### src/rtl/ecc_pkg.sv
// ecc_pkg -- shared codes for the scalar-multiply controller and ecc_k.
//   k_op codes   : K_SET_K, K_SET_U1, K_SET_U2, K_NEXT
//   pt_op codes  : PT_COPY (R=P), PT_DBL (R=2R), PT_ADD (R=R+P)
//   state_t      : controller state encoding
package ecc_pkg;

   localparam logic [1:0] K_SET_K  = 2'b00;
   localparam logic [1:0] K_SET_U1 = 2'b01;
   localparam logic [1:0] K_SET_U2 = 2'b10;
   localparam logic [1:0] K_NEXT   = 2'b11;

   localparam logic [1:0] PT_COPY  = 2'b00;
   localparam logic [1:0] PT_DBL   = 2'b01;
   localparam logic [1:0] PT_ADD   = 2'b10;

   // Scalar-select value that has no ecc_k load command behind it.
   localparam logic [1:0] MODE_BAD = 2'b11;

   typedef enum logic [3:0] {
      S_IDLE,
      S_LOAD,
      S_WAITK,
      S_COPY,
      S_CHK,
      S_SHIFT,
      S_DBL,
      S_TST,
      S_ADD,
      S_CLR,
      S_DONE
   } state_t;

endpackage

### src/rtl/ecc_pmul_ctrl.sv
// ecc_pmul_ctrl -- sequencer for left-to-right double-and-add point
// multiplication. Loads a scalar into ecc_k, waits for it to normalise,
// then walks the scalar bits issuing COPY/DBL/ADD commands to the point unit.
//   clk, rst            : clock, async active-high reset
//   start, mode, abort  : request, scalar select (00 K, 01 U1, 10 U2), cancel
//   k_rdy, flg_ec_add, flg_ec_last : status from ecc_k
//   k_op, k_en, k_clr   : commands to ecc_k
//   pt_op, pt_start, pt_clr, pt_done : point-unit handshake
//   busy, done, err     : status (done/err are one-cycle pulses)
//   n_dbl, n_add        : DBL/ADD commands issued in the current/last operation
module ecc_pmul_ctrl
   import ecc_pkg::*;
#(
   parameter int TMO_CYC = 300
) (
   input  logic       clk,
   input  logic       rst,
   input  logic       start,
   input  logic [1:0] mode,
   input  logic       abort,
   input  logic       k_rdy,
   input  logic       flg_ec_add,
   input  logic       flg_ec_last,
   output logic [1:0] k_op,
   output logic       k_en,
   output logic       k_clr,
   output logic [1:0] pt_op,
   output logic       pt_start,
   output logic       pt_clr,
   input  logic       pt_done,
   output logic       busy,
   output logic       done,
   output logic       err,
   output logic [8:0] n_dbl,
   output logic [8:0] n_add
);

   localparam int TW = $clog2(TMO_CYC + 1);

   state_t        state;
   logic [TW-1:0] tmo_cnt;

   always_ff @(posedge clk or posedge rst) begin
      if (rst) begin
         state    <= S_IDLE;
         tmo_cnt  <= '0;
         k_op     <= K_SET_K;
         k_en     <= 1'b0;
         k_clr    <= 1'b0;
         pt_op    <= PT_COPY;
         pt_start <= 1'b0;
         pt_clr   <= 1'b0;
         busy     <= 1'b0;
         done     <= 1'b0;
         err      <= 1'b0;
         n_dbl    <= '0;
         n_add    <= '0;
      end else begin
         // NOTE: state and outputs are registers, so every assignment here is
         // non-blocking; the pulse outputs default low so each assertion
         // below lasts exactly one clock.
         k_en     <= 1'b0;
         k_clr    <= 1'b0;
         pt_start <= 1'b0;
         pt_clr   <= 1'b0;
         done     <= 1'b0;
         err      <= 1'b0;

         if (state != S_IDLE && abort) begin
            // Abort outranks pt_done and any other transition this cycle.
            state   <= S_IDLE;
            tmo_cnt <= '0;
            k_clr   <= 1'b1;
            pt_clr  <= 1'b1;
            busy    <= 1'b0;
         end else begin
            case (state)
               S_IDLE: begin
                  if (start) begin
                     if (mode == MODE_BAD) begin
                        err <= 1'b1;
                     end else if (k_rdy) begin
                        state <= S_LOAD;
                        busy  <= 1'b1;
                        n_dbl <= '0;
                        n_add <= '0;
                        k_en  <= 1'b1;
                        k_op  <= mode;   // mode codes equal SET_K/U1/U2
                     end
                  end
               end

               S_LOAD: begin
                  // tmo_cnt equals the number of cycles since LOAD.
                  state   <= S_WAITK;
                  tmo_cnt <= TW'(1);
               end

               S_WAITK: begin
                  if (k_rdy) begin
                     state    <= S_COPY;
                     tmo_cnt  <= '0;
                     pt_start <= 1'b1;
                     pt_op    <= PT_COPY;
                  end else if (tmo_cnt >= TW'(TMO_CYC - 1)) begin
                     // A zero scalar never normalises; err lands TMO_CYC
                     // cycles after LOAD.
                     state   <= S_IDLE;
                     tmo_cnt <= '0;
                     err     <= 1'b1;
                     k_clr   <= 1'b1;
                     busy    <= 1'b0;
                  end else begin
                     tmo_cnt <= tmo_cnt + TW'(1);
                  end
               end

               S_COPY: if (pt_done) state <= S_CHK;

               S_CHK: begin
                  if (flg_ec_last) begin
                     state <= S_DONE;
                     done  <= 1'b1;
                     k_clr <= 1'b1;
                  end else begin
                     state <= S_SHIFT;
                     k_en  <= 1'b1;
                     k_op  <= K_NEXT;
                     n_dbl <= n_dbl + 9'd1;
                  end
               end

               S_SHIFT: begin
                  state    <= S_DBL;
                  pt_start <= 1'b1;
                  pt_op    <= PT_DBL;
               end

               S_DBL: if (pt_done) state <= S_TST;

               S_TST: begin
                  if (flg_ec_add) begin
                     state    <= S_ADD;
                     pt_start <= 1'b1;
                     pt_op    <= PT_ADD;
                     n_add    <= n_add + 9'd1;
                  end else begin
                     state <= S_CHK;
                  end
               end

               S_ADD: begin
                  if (pt_done) begin
                     // NEXT from CLR clears the bit just consumed by ADD.
                     state <= S_CLR;
                     k_en  <= 1'b1;
                     k_op  <= K_NEXT;
                  end
               end

               S_CLR: state <= S_CHK;

               S_DONE: begin
                  state <= S_IDLE;
                  busy  <= 1'b0;
               end

               default: begin
                  state <= S_IDLE;
                  busy  <= 1'b0;
               end
            endcase
         end
      end
   end

endmodule

### config.mk
export PLATFORM = sky130hd
export DESIGN_NAME = ecc_pmul_ctrl
export DESIGN_NICKNAME = d
export VERILOG_FILES = /design/src/rtl/ecc_pkg.sv /design/src/rtl/ecc_pmul_ctrl.sv
export SDC_FILE = /design/constraint.sdc
export NUM_CORES = 1
export LEC_CHECK = 0
export CORE_MARGIN = 8
export CORE_UTILIZATION = 25
export DETAILED_ROUTE_END_ITERATION = 6
export HOLD_SLACK_MARGIN = 0.15
export MAX_ROUTING_LAYER = met4
export PLACE_DENSITY = 0.45
export SKIP_CTS_REPAIR_TIMING = 1
export SYNTH_ARGS = -nofsm -noshare
export SYNTH_HDL_FRONTEND = slang
export SYNTH_SLANG_ARGS = --single-unit
### constraint.sdc
create_clock -name clk -period 2.6 [get_ports clk]
set_input_delay 0.78 -clock clk [delete_from_list [all_inputs] [get_ports clk]]
set_output_delay 0.78 -clock clk [all_outputs]
set_load 0.05 [all_outputs]
==> metrics.txt <==
compound-cell area share of the yosys netlist 19.1%; arrival time of the worst setup path 2640 ps; maximum number of pins on one net before global-route repair 43; final hold violation count 0; yosys synthesis warning count 0; leakage 1.30 nW; DRT Wirelength between 6000 and 7000 um; P_int around 1.5 mW; category of the worst setup path launch point input port; total of flip-flops plus latches after synthesis 42; grt total ovfl 0; Die Y 112 um; switching power 1.18 mW; drt initial violations approximately 180; core region area 0.00911 mm^2; combinational power share 52.2%; max capacitance violation total 0; Slew Limit Headroom 63.0%; number of synthesized flops with an enable pin 0; peak fanout along the critical path 5; clock tree sinks 42; count of placed standard cells including taps 418; instance count of the mapped netlist 257; PortBufs 38; switching share of total power between 40% and 50%; period utilisation layout 92.8%; Final Non-Filler Cells 426; I/O pin count 39; fraction of final layout cells with drive strength greater than 1 13.7%; floorplan die width 112 um; global-route wire length before repair 10800 um; GPL Wtd Cong 0.802; effective utilization at floorplan 25.4%; portion of the post-synthesis area used by sequential elements between 40% and 50%; Netlist Area Pre-Place 0.00231 mm^2; vias in the first global route 2163; Peak Freq 415 MHz; Tmin final between 2000 and 2500 ps; main combinational cell family by area after synthesis simple AND/OR/NAND/NOR gates; setup total negative slack 0 ps; leading cell types by total area after synthesis dfrtp_1, o21ai_0, nor2_1; final-stage net count 327; CP required about 2800 ps; syn avg cell area 9.01 um^2; worst hold slack after final layout 496 ps; total nets after synthesis 270; antenna violations before repair 0; via total after detailed routing 2074; overall track demand over capacity in global routing 10.8%; clock tree from TritonCTS done; number of buffers created by CTS 5; area overhead of the layout relative to synthesis 31.7%; Clock power frac 16.1%; WL/cell 14.5 um; full die area about 0.013 mm^2; Core Util, Final 33.5%; leading cell type in the layout, fill and taps excluded dfrtp_1; largest vdd supply drop approximately 0.00045 V; buffer levels on the longest clock path 2; slew at the pin closest to its max-slew limit 550 ps; most frequently used flop master after synthesis dfrtp_1; number of rows in the core area 35; post-layout power 2.67 mW; final count of pins violating max slew 0; H-tree depth 2; Unique masters post-synth 51; setup skew after layout 7.03 ps; xor/xnor cell area share of the yosys netlist roughly 3.4%; setup repair after global routing missed its margin no; post-synthesis adder-cell area fraction around 1.6%; remaining design rule violation count 0; Antenna diodes 0; HPWL Detailed 4710 um; type of the tightest min-delay check flip-flop to flip-flop; post-synthesis cell type with the largest combined area dfrtp_1; capturing element type of the critical path flip-flop; fraction of synthesized cell area taken by the top area cell type a little under half; fraction of registers with async set/reset 100%; outcome complete, no violations; sequential cell fraction of total power 31.8%; Avg Vias per Cell roughly 4.9; CTS Root Cell clkbuf_8; post-CTS clock slew at the launch and capture registers of the worst setup and hold paths 90 ps; final antenna-violating net count 0; multiplexer share of the synthesized area 1.46%; basic-gate share of the synthesized area counting and, or, nand and nor cells 25.8%; clock latency on the worst-skew pair 300 ps; type of the worst setup path input port to flip-flop; setup violators final 0; commonest non-fill, non-tap cells in the layout dfrtp_1, clkdlybuf4s50_1, o21ai_0; PwrDens 874 mW/mm^2; TritonRoute pass-1 iters 4
[synth_stat cells, types with 2 or more instances]
master / instances
dfrtp_1: 42
o21ai_0: 28
nor2_1: 27
nand2_1: 19
a21oi_1: 15
nor3_1: 8
or3_1: 8
and3_1: 7
nand3_1: 7
clkbuf_1: 6
inv_1: 6
nand4_1: 6
buf_2: 5
xnor2_1: 5
a21o_1: 4
nand2b_1: 4
o31ai_1: 4
xor2_1: 4
and2_1: 3
ha_1: 3
mux2_2: 3
nand3b_1: 3
nor2b_1: 3
nor4_1: 3
o211ai_1: 3
a211oi_1: 2
nor2_2: 2
nor3b_1: 2
o311a_1: 2
or2_2: 2
[worst max-delay path, cell delays in order]
cell and delay [ps]:
clkdlybuf4s50_1 550, or3b_1 410, o31ai_1 150, nand4_1 220, or3_1 390, a21oi_1 140
[flip-flops by register name, summed over array words and instances, names as in the netlist, 2 cells and up]
name and count:
state 4, pt_op 2, k_op 2, n_add 9, n_dbl 9, tmo_cnt 9
[layout make-up]
type,count,area (um^2)
flip-flops and latches,42,1050
well taps,111,139
repair buffers,62,561
multi-input cells,197,1190
clock inverters,2,13.8
fillers,946,6060
clock buffers,6,72.6
inverters,6,22.5
[layer usage]
metal / vias up / GRT usage [%] / wire, um
met3: 4 / 2.84 / 273
met4: 0 / 2.97 / 60
li1: 1049 / - / -
met2: 35 / 17.1 / 2980
met5: - / - / 0
met1: 986 / 13.2 / 2870
[kinds of logic (layout without fill, tap and decap cells)]
family	after synthesis	in the layout
buf+inv	18	76
xor+xnor	9	9
simple gates	111	111
compound gates	71	71
flops	42	42
mux	3	3
fa+ha+maj	3	3
[power groups by stage]
stage / logic, mW / clock network [mW] / registers, mW
after floorplan: 0.627 / 0 / 1.12
after global placement: 1.40 / 0 / 0.862
after detailed placement: 1.40 / 0 / 0.864
after CTS: 1.41 / 0.448 / 0.850
after global routing: 1.53 / 0.480 / 0.864
final: 1.39 / 0.429 / 0.846
[final timing paths]
check	from	depth (start not counted)	to	slack (ps)
min	pt_op[1]	1	pt_op[1]	500
min in group asynchronous	rst	3	n_dbl[3]	910
max in group asynchronous	rst	3	tmo_cnt[2]	1330
max	flg_ec_last	6	n_dbl[8]	190
min reg2reg	pt_op[1]	1	pt_op[1]	500
max reg2reg	state[3]	5	n_add[8]	650
[metrics by stage]
step,instance area (um^2),worst slack [ps]
after detailed placement,2960,-119
after floorplan,2310,374
after CTS,3050,190
final,3050,188
after global routing,3050,71.6
after global placement,2960,-62.7
No activity file was read; power rests on OpenSTA's default activity.
